<file path="config.mk">
export PLATFORM = sky130hd
export DESIGN_NAME = prog_counter
export DESIGN_NICKNAME = d
export VERILOG_FILES = /design/src/rtl/prog_counter.sv
export SDC_FILE = /design/constraint.sdc
export NUM_CORES = 1
export LEC_CHECK = 0
export ABC_AREA = 1
export BUFFER_PORTS_ARGS = -buffer_cell sky130_fd_sc_hd__buf_2
export CELL_PAD_IN_SITES_DETAIL_PLACEMENT = 1
export CELL_PAD_IN_SITES_GLOBAL_PLACEMENT = 1
export CORE_MARGIN = 1
export CORE_UTILIZATION = 34
export CTS_CLUSTER_SIZE = 30
export DETAILED_ROUTE_END_ITERATION = 12
export GPL_ROUTABILITY_DRIVEN = 0
export HOLD_SLACK_MARGIN = 0.08
export PLACE_DENSITY_LB_ADDON = 0.1
export SKIP_LAST_GASP = 1
export SYNTH_ARGS = -nofsm -noshare
export SYNTH_HDL_FRONTEND = slang
export SYNTH_SLANG_ARGS = --single-unit
</file>
<file path="constraint.sdc">
create_clock -name clock -period 2.91 [get_ports clock]
set_input_delay 0.1455 -clock clock [delete_from_list [all_inputs] [get_ports clock]]
set_output_delay 0.1455 -clock clock [all_outputs]
set_load 0.03 [all_outputs]
</file>
<file path="src/rtl/prog_counter.sv">
// prog_counter
// Programmable up/down counter with parallel load, terminal value, clock-enable
// prescaler and wrap / saturate / one-shot end-of-count handling.
// All outputs are registered; every state update happens on the rising clock edge.

module prog_counter #(
   parameter int WIDTH      = 32,
   parameter int PRESCALE_W = 8
) (
   input  logic                  clock,
   input  logic                  reset,
   input  logic                  enable,
   input  logic                  up_down,
   input  logic                  load,
   input  logic [WIDTH-1:0]      load_value,
   input  logic [WIDTH-1:0]      limit,
   input  logic [1:0]            mode,
   input  logic [PRESCALE_W-1:0] prescale,
   output logic [WIDTH-1:0]      count,
   output logic                  tc,
   output logic                  done
);

   localparam logic [1:0] MODE_SAT     = 2'b01;
   localparam logic [1:0] MODE_ONESHOT = 2'b10;

   logic [WIDTH-1:0]      count_q,   count_d;
   logic [PRESCALE_W-1:0] pre_cnt_q, pre_cnt_d;
   logic                  tc_q,      tc_d;
   logic                  done_q,    done_d;
   logic                  tick;
   logic                  at_term;

   // Tick and terminal condition come straight from live inputs, nothing latched.
   always_comb begin
      tick    = enable && (pre_cnt_q == prescale);
      at_term = up_down ? (count_q >= limit) : (count_q == '0);
   end

   // Next-state: load beats tick; a finished one-shot ignores ticks but the
   // prescaler keeps its phase running.
   always_comb begin
      count_d   = count_q;
      pre_cnt_d = pre_cnt_q;
      tc_d      = 1'b0;
      done_d    = done_q;
      if (load) begin
         count_d   = load_value;
         pre_cnt_d = '0;
         done_d    = 1'b0;
      end else begin
         if (tick) begin
            pre_cnt_d = '0;
         end else if (enable) begin
            pre_cnt_d = pre_cnt_q + PRESCALE_W'(1);
         end
         if (tick && !done_q) begin
            if (!at_term) begin
               count_d = up_down ? (count_q + WIDTH'(1)) : (count_q - WIDTH'(1));
            end else begin
               tc_d = 1'b1;
               case (mode)
                  MODE_SAT:     count_d = count_q;
                  MODE_ONESHOT: done_d  = 1'b1;
                  default:      count_d = up_down ? '0 : limit;
               endcase
            end
         end
      end
   end

   // State registers with synchronous reset taking priority over everything.
   always_ff @(posedge clock) begin
      if (reset) begin
         count_q   <= '0;
         pre_cnt_q <= '0;
         tc_q      <= 1'b0;
         done_q    <= 1'b0;
      end else begin
         count_q   <= count_d;
         pre_cnt_q <= pre_cnt_d;
         tc_q      <= tc_d;
         done_q    <= done_d;
      end
   end

   assign count = count_q;
   assign tc    = tc_q;
   assign done  = done_q;

endmodule

</file>
==> PnR_summary.wiki, run 1 <==
{| class="wikitable"
! Metric !! Value
|-
| Cell with the largest stage delay on the worst path || sky130_fd_sc_hd__dfxtp_1
|-
| Total clock buffers created by CTS || 5
|-
| Busiest layer in global routing || met2
|-
| DRT antenna net count || 0
|-
| Die Outline Area || 17,700 µm²
|-
| Met1 usage || 33.98%
|-
| Path type of the worst setup path || register to register
|-
| Chip Width || 133.0 µm
|-
| Startpoint kind of the worst setup timing path || register
|-
| Detailed-route DRC error count || 0
|-
| TritonCTS clock tree || yes
|-
| Capturing instance or port of the critical path || count[27]
|-
| Insertion delay to the later sink of the worst-skew pair || 0.31 ns
|-
| Outcome || finished, final reports clean
|-
| CP Data Required Time || 3.10 ns
|-
| Most frequent cell on the critical path || sky130_fd_sc_hd__nand2_1
|-
| Wire per inst || 15.92 µm
|-
| Met3 usage in global routing || 2.835%
|-
| Via count || 7,006
|-
| Met2 Usage GRT || 46.89%
|-
| Startpoint of the most critical hold path || load_value[1]
|-
| Number of placement rows || 47
|-
| N_diodes || 0
|-
| Number of filler cells placed in the layout || 2,455
|-
| Multiplexer area fraction after synthesis || 0%
|-
| Sink Count || 42
|-
| CTS clock-pin slew for the worst setup and hold paths || 0.07 ns
|-
| Setup slack on the worst flop-to-flop path || 0.37 ns
|-
| Filler-free cell count of the finished design || 1,422
|-
| Average instance area after synthesis || 5.341 µm²
|-
| Period Utilization, post-route || 87.18%
|-
| DP Wirelength || 18,760 µm
|-
| Static leakage || 4.075 nW
|-
| Core ar. || 16,700 µm²
|-
| Final hold violation count || 0
|-
| Final-stage net count || 1,345
|-
| H-tree depth || 2
|-
| Average vias per placed instance || 4.927
|-
| Pin count of the biggest net entering global routing || 30
|-
| Iteration-0 DRC Markers || 256
|-
| Worst min-delay path category || input port to register
|-
| Number of nets produced by synthesis || 1,237
|-
| Worst Path Arrival || 2.73 ns
|-
| Count of distinct cell types in the synthesized netlist || 29
|-
| Overall routing resource usage || 26.57%
|-
| Number of gates resized after CTS || 0
|-
| Max Transition Viols Final || 0
|-
| Largest clock skew in the final design || 0.007979 ns
|-
| Share of final-layout standard cells stronger than drive strength 1 || 11.98%
|-
| Startpoint of the lowest-slack register-to-register path || count[17]
|-
| RR Endpoint || count[27]
|-
| Number of buffers added for setup after CTS || 0
|-
| Warning count from the yosys run || 0
|-
| Count of boundary I/O pins || 113
|-
| Cell-by-cell listing of the critical path || ha_1 -> a21oi_1 -> o21ai_0 -> nand2_1 -> nand2_1 -> a21oi_1 -> nand2_1 -> nand3_1 -> nand2_1 -> buf_4 -> nand2_1 -> nand2_1 -> nor2_1 -> nor2_1
|-
| Combinational family with the most area after synthesis || simple AND/OR/NAND/NOR gates
|-
| Area fraction in and, or, nand and nor cells after synthesis || 47.49%
|-
| TNS Setup || 0 ns
|-
| Maximum count of clock buffers along a single path || 2
|-
| Post-synthesis to final-layout area growth || 16.87%
|-
| Worst setup startpoint || count[17]
|-
| Hold-fix buffers, CTS || 0
|-
| Tightest slew margin relative to the limit || 53.38%
|-
| Setup violation total in the final timing report || 0
|-
| Worst path max stage delay || 0.47 ns
|-
| Actual transition at the worst max-transition pin || 0.6986 ns
|-
| Timing-limited maximum frequency || 0.3942 GHz
|-
| Worst R2R Path Depth || 14
|-
| Synthesized instance count || 1,093
|-
| Dominant cell type by area after synthesis || sky130_fd_sc_hd__nand2_1
|-
| Crit path time final || 2.537 ns
|-
| Initial core utilization || 34.96%
|-
| DR pass1 iterations || 4
|-
| Placed Instances || 1,414
|-
| Largest voltage drop on the vdd net || 0.0002092 V
|-
| Top cells by area, synth || sky130_fd_sc_hd__nand2_1 25%, sky130_fd_sc_hd__dfxtp_1 14%, sky130_fd_sc_hd__ha_1 14%, sky130_fd_sc_hd__nor2_1 13%, sky130_fd_sc_hd__inv_1 10%
|-
| Adder-cell share of the synthesized area || 14.06%
|-
| Die boundary height || 133.0 µm
|-
| Area share of xor/xnor cells in the synthesized design || 3.450%
|-
| Global-route wire length before repair || 36,680 µm
|-
| Quantity of I/O buffers inserted on ports || 112
|-
| Power Density || 380.2 nW/µm²
|-
| Area share of the largest cell type after synthesis || 24.75%
|-
| Synthesized area || 5838 µm²
|-
| Aggregate routed wire length || 22,640 µm
|-
| Sequential area share after synthesis || 14.40%
|-
| Seq cells post-synth || 42
|-
| Via count of the first global-routing pass || 7,123
|-
| Crit. End Element || register
|-
| Compound-gate portion of the synthesized area || 7.758%
|-
| Critical path fanouts, max || 23
|-
| RSZ-0062 raised after global routing || no
|-
| Initial antenna violation count || 0
|-
| Root buffer cell || sky130_fd_sc_hd__clkbuf_16
|-
| Global-route congestion overflow total || 0
|-
| Max_cap viols || 0
|}
-- worst min-delay path by stage --
stage / end / depth (start not counted) / slack, ns
2_1_floorplan: tc / 3 / 0.33
3_3_place_gp: count[1] / 5 / 0.46
3_5_place_dp: count[1] / 5 / 0.46
4_1_cts: count[1] / 5 / 0.14
5_1_grt: count[7] / 5 / 0.18
6_report: count[1] / 5 / 0.14
-- cell type report --
| cell class | count | area (µm²) | share of cell area (%) |
|---|---|---|---|
| Multi-Input combinational cell | 862 | 4248 | 62.26 |
| Sequential cell | 42 | 840.8 | 12.32 |
| Timing Repair Buffer | 127 | 698.2 | 10.23 |
| Inverter | 163 | 611.8 | 8.968 |
| Tap cell | 220 | 275.3 | 4.034 |
| Clock buffer | 5 | 125.1 | 1.834 |
| Clock inverter | 3 | 23.77 | 0.3484 |
-- metal layers --
| layer | part of all wire, % | up-vias |
|---|---|---|
| met5 | 0 | - |
| met4 | 1.9 | 0 |
| met3 | 3.6 | 22 |
| met2 | 48 | 139 |
| met1 | 47 | 3243 |
| li1 | - | 3602 |
-- cells in the mapped netlist --
library cell                 n
sky130_fd_sc_hd__dfxtp_1    42
sky130_fd_sc_hd__inv_2       2
sky130_fd_sc_hd__nand3b_1    3
sky130_fd_sc_hd__nand2_1   385
sky130_fd_sc_hd__clkbuf_1   13
sky130_fd_sc_hd__fa_1        1
sky130_fd_sc_hd__nor2_1    197
sky130_fd_sc_hd__xnor2_1    11
sky130_fd_sc_hd__o31ai_4     1
sky130_fd_sc_hd__nand4_1    11
sky130_fd_sc_hd__ha_1       64
sky130_fd_sc_hd__nor3b_1     3
sky130_fd_sc_hd__a21oi_1    43
sky130_fd_sc_hd__nor3_1     12
sky130_fd_sc_hd__or2_2       5
sky130_fd_sc_hd__a211oi_1    1
sky130_fd_sc_hd__buf_6       3
sky130_fd_sc_hd__nor4_1      1
sky130_fd_sc_hd__nand2_2     1
sky130_fd_sc_hd__o21bai_1    5
sky130_fd_sc_hd__buf_2       8
sky130_fd_sc_hd__nand3_1    74
sky130_fd_sc_hd__o21a_1      2
sky130_fd_sc_hd__inv_1     161
sky130_fd_sc_hd__a21o_1      2
sky130_fd_sc_hd__a31oi_1     1
sky130_fd_sc_hd__xor2_1     12
sky130_fd_sc_hd__buf_4       2
sky130_fd_sc_hd__o21ai_0    27
-- state kept, by name (all words and copies together), names as in the netlist --
signal / cells
pre_cnt_q: 8
count: 32
tc: 1
done: 1
-- metrics by stage --
step	utilization (%)	hold WS [ns]	setup WS, ns	instance area, µm²	power [W]
detailed placement	39.96	0.4610	0.3197	6674	0.001980
floorplan	-	0.3280	0.5398	5839	0.001558
global route	40.85	0.1782	0.1725	6823	0.002808
finish	40.85	0.1394	0.3732	6823	0.002594
CTS	40.85	0.1405	0.3095	6823	0.002612
global placement	39.96	0.4558	0.3817	6674	0.001963
-- report_power, final --
group / switching, W / internal, W
Combinational: 0.000840 / 0.000443
Sequential: 0.0000735 / 0.000616
Clock: 0.000299 / 0.000323
Total: 0.00121 / 0.00138
-- cell families (layout without fill, tap and decap cells) --
group                      Yosys count  after routing
and+or+nand+nor                    692            692
buffers and inverters              189            298
AOI/OAI and AO/OA                   82             82
adders and majority gates           65             65
DFF                                 42             42
xor gates and xnor gates            23             23
-- cell usage in the layout (no fill, tap or decap) --
cell type and n:
sky130_fd_sc_hd__buf_2 112, sky130_fd_sc_hd__nor4_1 1, sky130_fd_sc_hd__fa_1 1, sky130_fd_sc_hd__nand3b_1 3
sky130_fd_sc_hd__nor3b_1 3, sky130_fd_sc_hd__inv_2 2, sky130_fd_sc_hd__nand3_1 74, sky130_fd_sc_hd__nand4_1 11
sky130_fd_sc_hd__inv_1 161, sky130_fd_sc_hd__a21o_1 2, sky130_fd_sc_hd__clkinvlp_4 2, sky130_fd_sc_hd__o21bai_1 5
sky130_fd_sc_hd__clkbuf_16 5, sky130_fd_sc_hd__dfxtp_1 42, sky130_fd_sc_hd__a21oi_1 43, sky130_fd_sc_hd__a31oi_1 1
sky130_fd_sc_hd__buf_4 13, sky130_fd_sc_hd__ha_1 64, sky130_fd_sc_hd__inv_6 1, sky130_fd_sc_hd__buf_12 2
sky130_fd_sc_hd__o31ai_4 1, sky130_fd_sc_hd__nor2_1 197, sky130_fd_sc_hd__o21a_1 2, sky130_fd_sc_hd__xnor2_1 11
sky130_fd_sc_hd__o21ai_0 27, sky130_fd_sc_hd__nor3_1 12, sky130_fd_sc_hd__a211oi_1 1, sky130_fd_sc_hd__xor2_1 12
sky130_fd_sc_hd__nand2_2 1, sky130_fd_sc_hd__or2_2 5, sky130_fd_sc_hd__nand2_1 385
-- critical path: cells and delay by family, from the launching register on --
family	cells	cell delay (ns)
AOI/OAI and AO/OA	3	0.55
adders and majority gates	1	0.34
buffers and inverters	1	0.24
DFF	1	0.47
and+or+nand+nor	9	0.81
No activity file was read; power rests on OpenSTA's default activity.
==> run 2, diff against run 1 <==
CELL_PAD_IN_SITES_DETAIL_PLACEMENT = 0   (was 1)
==> run 2 against run 1 <==
Critical path depth did not move. Largest cell class unchanged. Hold slack improved by 0.0094 ns. Fmax increased by 0.93%. Total power up 1.9%. Utilization increased by 0.12 points. Cell count unchanged. Critical endpoint is now count[19]. Sequential cell count unchanged. Combinational power is essentially flat.
==> PnR_summary.wiki, run 2 (same netlist as run 1, synthesis figures left out) <==
{| class="wikitable"
! Metric !! Value
|-
| Outcome || finished, final reports clean (unchanged)
|-
| Min Hold Slack || 0.1488 ns (was 0.1394 ns)
|-
| Hold-fix buffers, CTS || 0 (unchanged)
|-
| Worst min-delay path category || input port to register (unchanged)
|-
| Number of placement rows || 47 (unchanged)
|-
| Global-route wire length before repair || 33,810 µm (was 36,680 µm)
|-
| Insertion delay to the later sink of the worst-skew pair || 0.30 ns (was 0.31 ns)
|-
| Family with the most delay on the worst path || simple AND/OR/NAND/NOR gates (unchanged)
|-
| RSZ-0062 raised after global routing || no (unchanged)
|-
| Proportion of power drawn by the clock network || 26.6% (was 24.0%)
|-
| N_diodes || 0 (unchanged)
|-
| Share of final-layout standard cells stronger than drive strength 1 || 11.98% (unchanged)
|-
| Cell-by-cell listing of the critical path || ha_1 -> a21oi_1 -> o21ai_0 -> nand2_1 -> nand2_1 -> a21oi_1 -> nand2_1 -> nand3_1 -> nand2_1 -> inv_1 -> buf_12 -> nand2_1 -> nor2_1 -> nor2_1 (was ha_1 -> a21oi_1 -> o21ai_0 -> nand2_1 -> nand2_1 -> a21oi_1 -> nand2_1 -> nand3_1 -> nand2_1 -> buf_4 -> nand2_1 -> nand2_1 -> nor2_1 -> nor2_1)
|-
| Static leakage || 4.093 nW (was 4.075 nW)
|-
| Cell with the largest stage delay on the worst path || sky130_fd_sc_hd__dfxtp_1 (unchanged)
|-
| Tightest slew margin relative to the limit || 54.04% (was 53.38%)
|-
| Die boundary height || 133.0 µm (unchanged)
|-
| Max_cap viols || 0 (unchanged)
|-
| Most frequent cell on the critical path || sky130_fd_sc_hd__nand2_1 (unchanged)
|-
| Core ar. || 16,700 µm² (unchanged)
|-
| Pin count of the biggest net entering global routing || 30 (unchanged)
|-
| Aggregate routed wire length || 21,050 µm (was 22,640 µm)
|-
| Setup slack on the worst flop-to-flop path || 0.40 ns (was 0.37 ns)
|-
| TNS Setup || 0 ns (unchanged)
|-
| Multi-input combinational cell area || 4248 µm² (unchanged)
|-
| CP Buf/Inv Count || 2 (was 1)
|-
| CTS clock-pin slew for the worst setup and hold paths || 0.08 ns (was 0.07 ns)
|-
| Startpoint kind of the worst setup timing path || register (unchanged)
|-
| Instance count along the most critical hold path || 5 (unchanged)
|-
| DP Wirelength || 17,250 µm (was 18,760 µm)
|-
| Sink Count || 42 (unchanged)
|-
| Period Utilization, post-route || 86.38% (was 87.18%)
|-
| Initial antenna violation count || 0 (unchanged)
|-
| Standard cell area after detailed placement || 6674 µm² (unchanged)
|-
| Most common cell after layout, fill and taps aside || sky130_fd_sc_hd__nand2_1 (unchanged)
|-
| Global-route congestion overflow total || 0 (unchanged)
|-
| TritonCTS clock tree || yes (unchanged)
|-
| Via count of the first global-routing pass || 6,390 (was 7,123)
|-
| Wire per inst || 14.80 µm (was 15.92 µm)
|-
| Initial core utilization || 34.96% (unchanged)
|-
| Reg area || 840.8 µm² (unchanged)
|-
| Via count || 6,721 (was 7,006)
|-
| Number of buffers added for setup after CTS || 0 (unchanged)
|-
| Largest clock skew in the final design || 0.01166 ns (was 0.007979 ns)
|-
| Max reg flops || 32 (unchanged)
|-
| DR pass1 iterations || 5 (was 4)
|-
| Post-synthesis to final-layout area growth || 17.21% (was 16.87%)
|-
| Average vias per placed instance || 4.726 (was 4.927)
|-
| RR Endpoint || count[19] (was count[27])
|-
| Share of total power in sequential cells || 26.0% (was 26.6%)
|-
| Final-stage net count || 1,345 (unchanged)
|-
| Worst path max stage delay || 0.47 ns (about the same)
|-
| Die Outline Area || 17,700 µm² (unchanged)
|-
| Chip Width || 133.0 µm (unchanged)
|-
| Startpoint of the lowest-slack register-to-register path || count[17] (unchanged)
|-
| Worst-case hold path end point || count[1] (unchanged)
|-
| Internal power of the cells || 0.001465 W (was 0.001381 W)
|-
| Largest voltage drop on the vdd net || 0.0002578 V (was 0.0002092 V)
|-
| Net switching power figure || 0.001178 W (was 0.001212 W)
|-
| Actual transition at the worst max-transition pin || 0.6887 ns (was 0.6986 ns)
|-
| Crit path time final || 2.514 ns (was 2.537 ns)
|-
| Power Density || 386.3 nW/µm² (was 380.2 nW/µm²)
|-
| Critical path fanouts, max || 22 (was 23)
|-
| Number of filler cells placed in the layout || 1,982 (was 2,455)
|-
| Final instance area || 6843 µm² (was 6823 µm²)
|-
| Root buffer cell || sky130_fd_sc_hd__clkbuf_16 (unchanged)
|-
| Top library cells by usage in the layout, fill and taps aside || 385 x sky130_fd_sc_hd__nand2_1, 197 x sky130_fd_sc_hd__nor2_1, 161 x sky130_fd_sc_hd__inv_1, 112 x sky130_fd_sc_hd__buf_2, 74 x sky130_fd_sc_hd__nand3_1 (unchanged)
|-
| Crit. End Element || register (unchanged)
|-
| Count of boundary I/O pins || 113 (unchanged)
|-
| Final hold violation count || 0 (unchanged)
|-
| CP Data Required Time || 3.11 ns (was 3.10 ns)
|-
| DRT antenna net count || 0 (unchanged)
|-
| Startpoint of the most critical hold path || load_value[1] (unchanged)
|-
| Timing-limited maximum frequency || 0.3978 GHz (was 0.3942 GHz)
|-
| Number of gates resized after CTS || 0 (unchanged)
|-
| Maximum count of clock buffers along a single path || 2 (unchanged)
|-
| Path type of the worst setup path || register to register (unchanged)
|-
| Detailed-route DRC error count || 0 (unchanged)
|-
| H-tree depth || 2 (unchanged)
|-
| Combinational cell fraction of total power || 47.4% (was 49.5%)
|-
| Max Transition Viols Final || 0 (unchanged)
|-
| Quantity of I/O buffers inserted on ports || 112 (unchanged)
|-
| Switching part of the total power || 44.57% (was 46.74%)
|-
| Worst Path Arrival || 2.71 ns (was 2.73 ns)
|-
| Overall routing resource usage || 24.52% (was 26.57%)
|-
| Worst R2R Path Depth || 14 (unchanged)
|-
| Setup violation total in the final timing report || 0 (unchanged)
|-
| Total clock buffers created by CTS || 5 (unchanged)
|-
| Iteration-0 DRC Markers || 397 (was 256)
|}
-- run 2: cell count changes in the layout (fill, tap and decap cells not counted), sizes merged --
cell,before,now
clkinvlp,2,0
bufinv,0,1
clkinv,0,1
-- run 2: how the worst max path moves through the flow --
stage	endpoint	from	cells after the start
3_3_place_gp	count[25]	up_down	17
4_1_cts	count[19]	count[17]	14
2_1_floorplan	count[19]	up_down	16
3_5_place_dp	count[19]	count[17]	14
5_1_grt	count[26]	count[17]	14
6_report	count[19]	count[17]	14
-- run 2: power by group through the flow --
stage	Sequential, W	Combinational [W]	Clock, W
2_1_floorplan	0.000753	0.000805	0
4_1_cts	0.000689	0.00126	0.000716
5_1_grt	0.000697	0.00142	0.000743
3_3_place_gp	0.000703	0.00126	0
3_5_place_dp	0.000703	0.00125	0
6_report	0.000688	0.00125	0.000703
-- run 2: cell type report --
class	instances	area share [%]
Clock buffer	5	1.828
Clock inverter	3	0.6400
Inverter	163	8.941
Multi-Input combinational cell	862	62.08
Sequential cell	42	12.29
Tap cell	220	4.023
Timing Repair Buffer	127	10.20
-- run 2: metal layers --
| layer | vias to the layer above | global-route usage [%] | part of all wire (%) |
|---|---|---|---|
| li1 | 3605 | - | - |
| met1 | 2978 | 32.41 | 48 |
| met2 | 120 | 42.67 | 47 |
| met3 | 18 | 2.605 | 3.4 |
| met4 | 0 | 5.172 | 1.4 |
| met5 | - | 0 | 0 |
-- run 2: worst register-to-register path, stage by stage (launching register included) --
cell	delay (ns)
sky130_fd_sc_hd__dfxtp_1	0.47
sky130_fd_sc_hd__ha_1	0.34
sky130_fd_sc_hd__a21oi_1	0.28
sky130_fd_sc_hd__o21ai_0	0.13
sky130_fd_sc_hd__nand2_1	0.07
sky130_fd_sc_hd__nand2_1	0.04
sky130_fd_sc_hd__a21oi_1	0.15
sky130_fd_sc_hd__nand2_1	0.14
sky130_fd_sc_hd__nand3_1	0.11
sky130_fd_sc_hd__nand2_1	0.11
sky130_fd_sc_hd__inv_1	0.11
sky130_fd_sc_hd__buf_12	0.19
sky130_fd_sc_hd__nand2_1	0.11
sky130_fd_sc_hd__nor2_1	0.11
sky130_fd_sc_hd__nor2_1	0.05
-- run 2: per-stage QoR --
step	power (W)	utilization, %	std cells	worst slack (ns)
2_1_floorplan	0.001558	-	1093	0.5398
3_3_place_gp	0.001963	39.96	1414	0.3817
3_5_place_dp	0.001952	39.96	1414	0.3966
4_1_cts	0.002662	40.97	1422	0.3791
5_1_grt	0.002864	40.97	1422	0.1869
6_report	0.002644	40.97	1422	0.3964
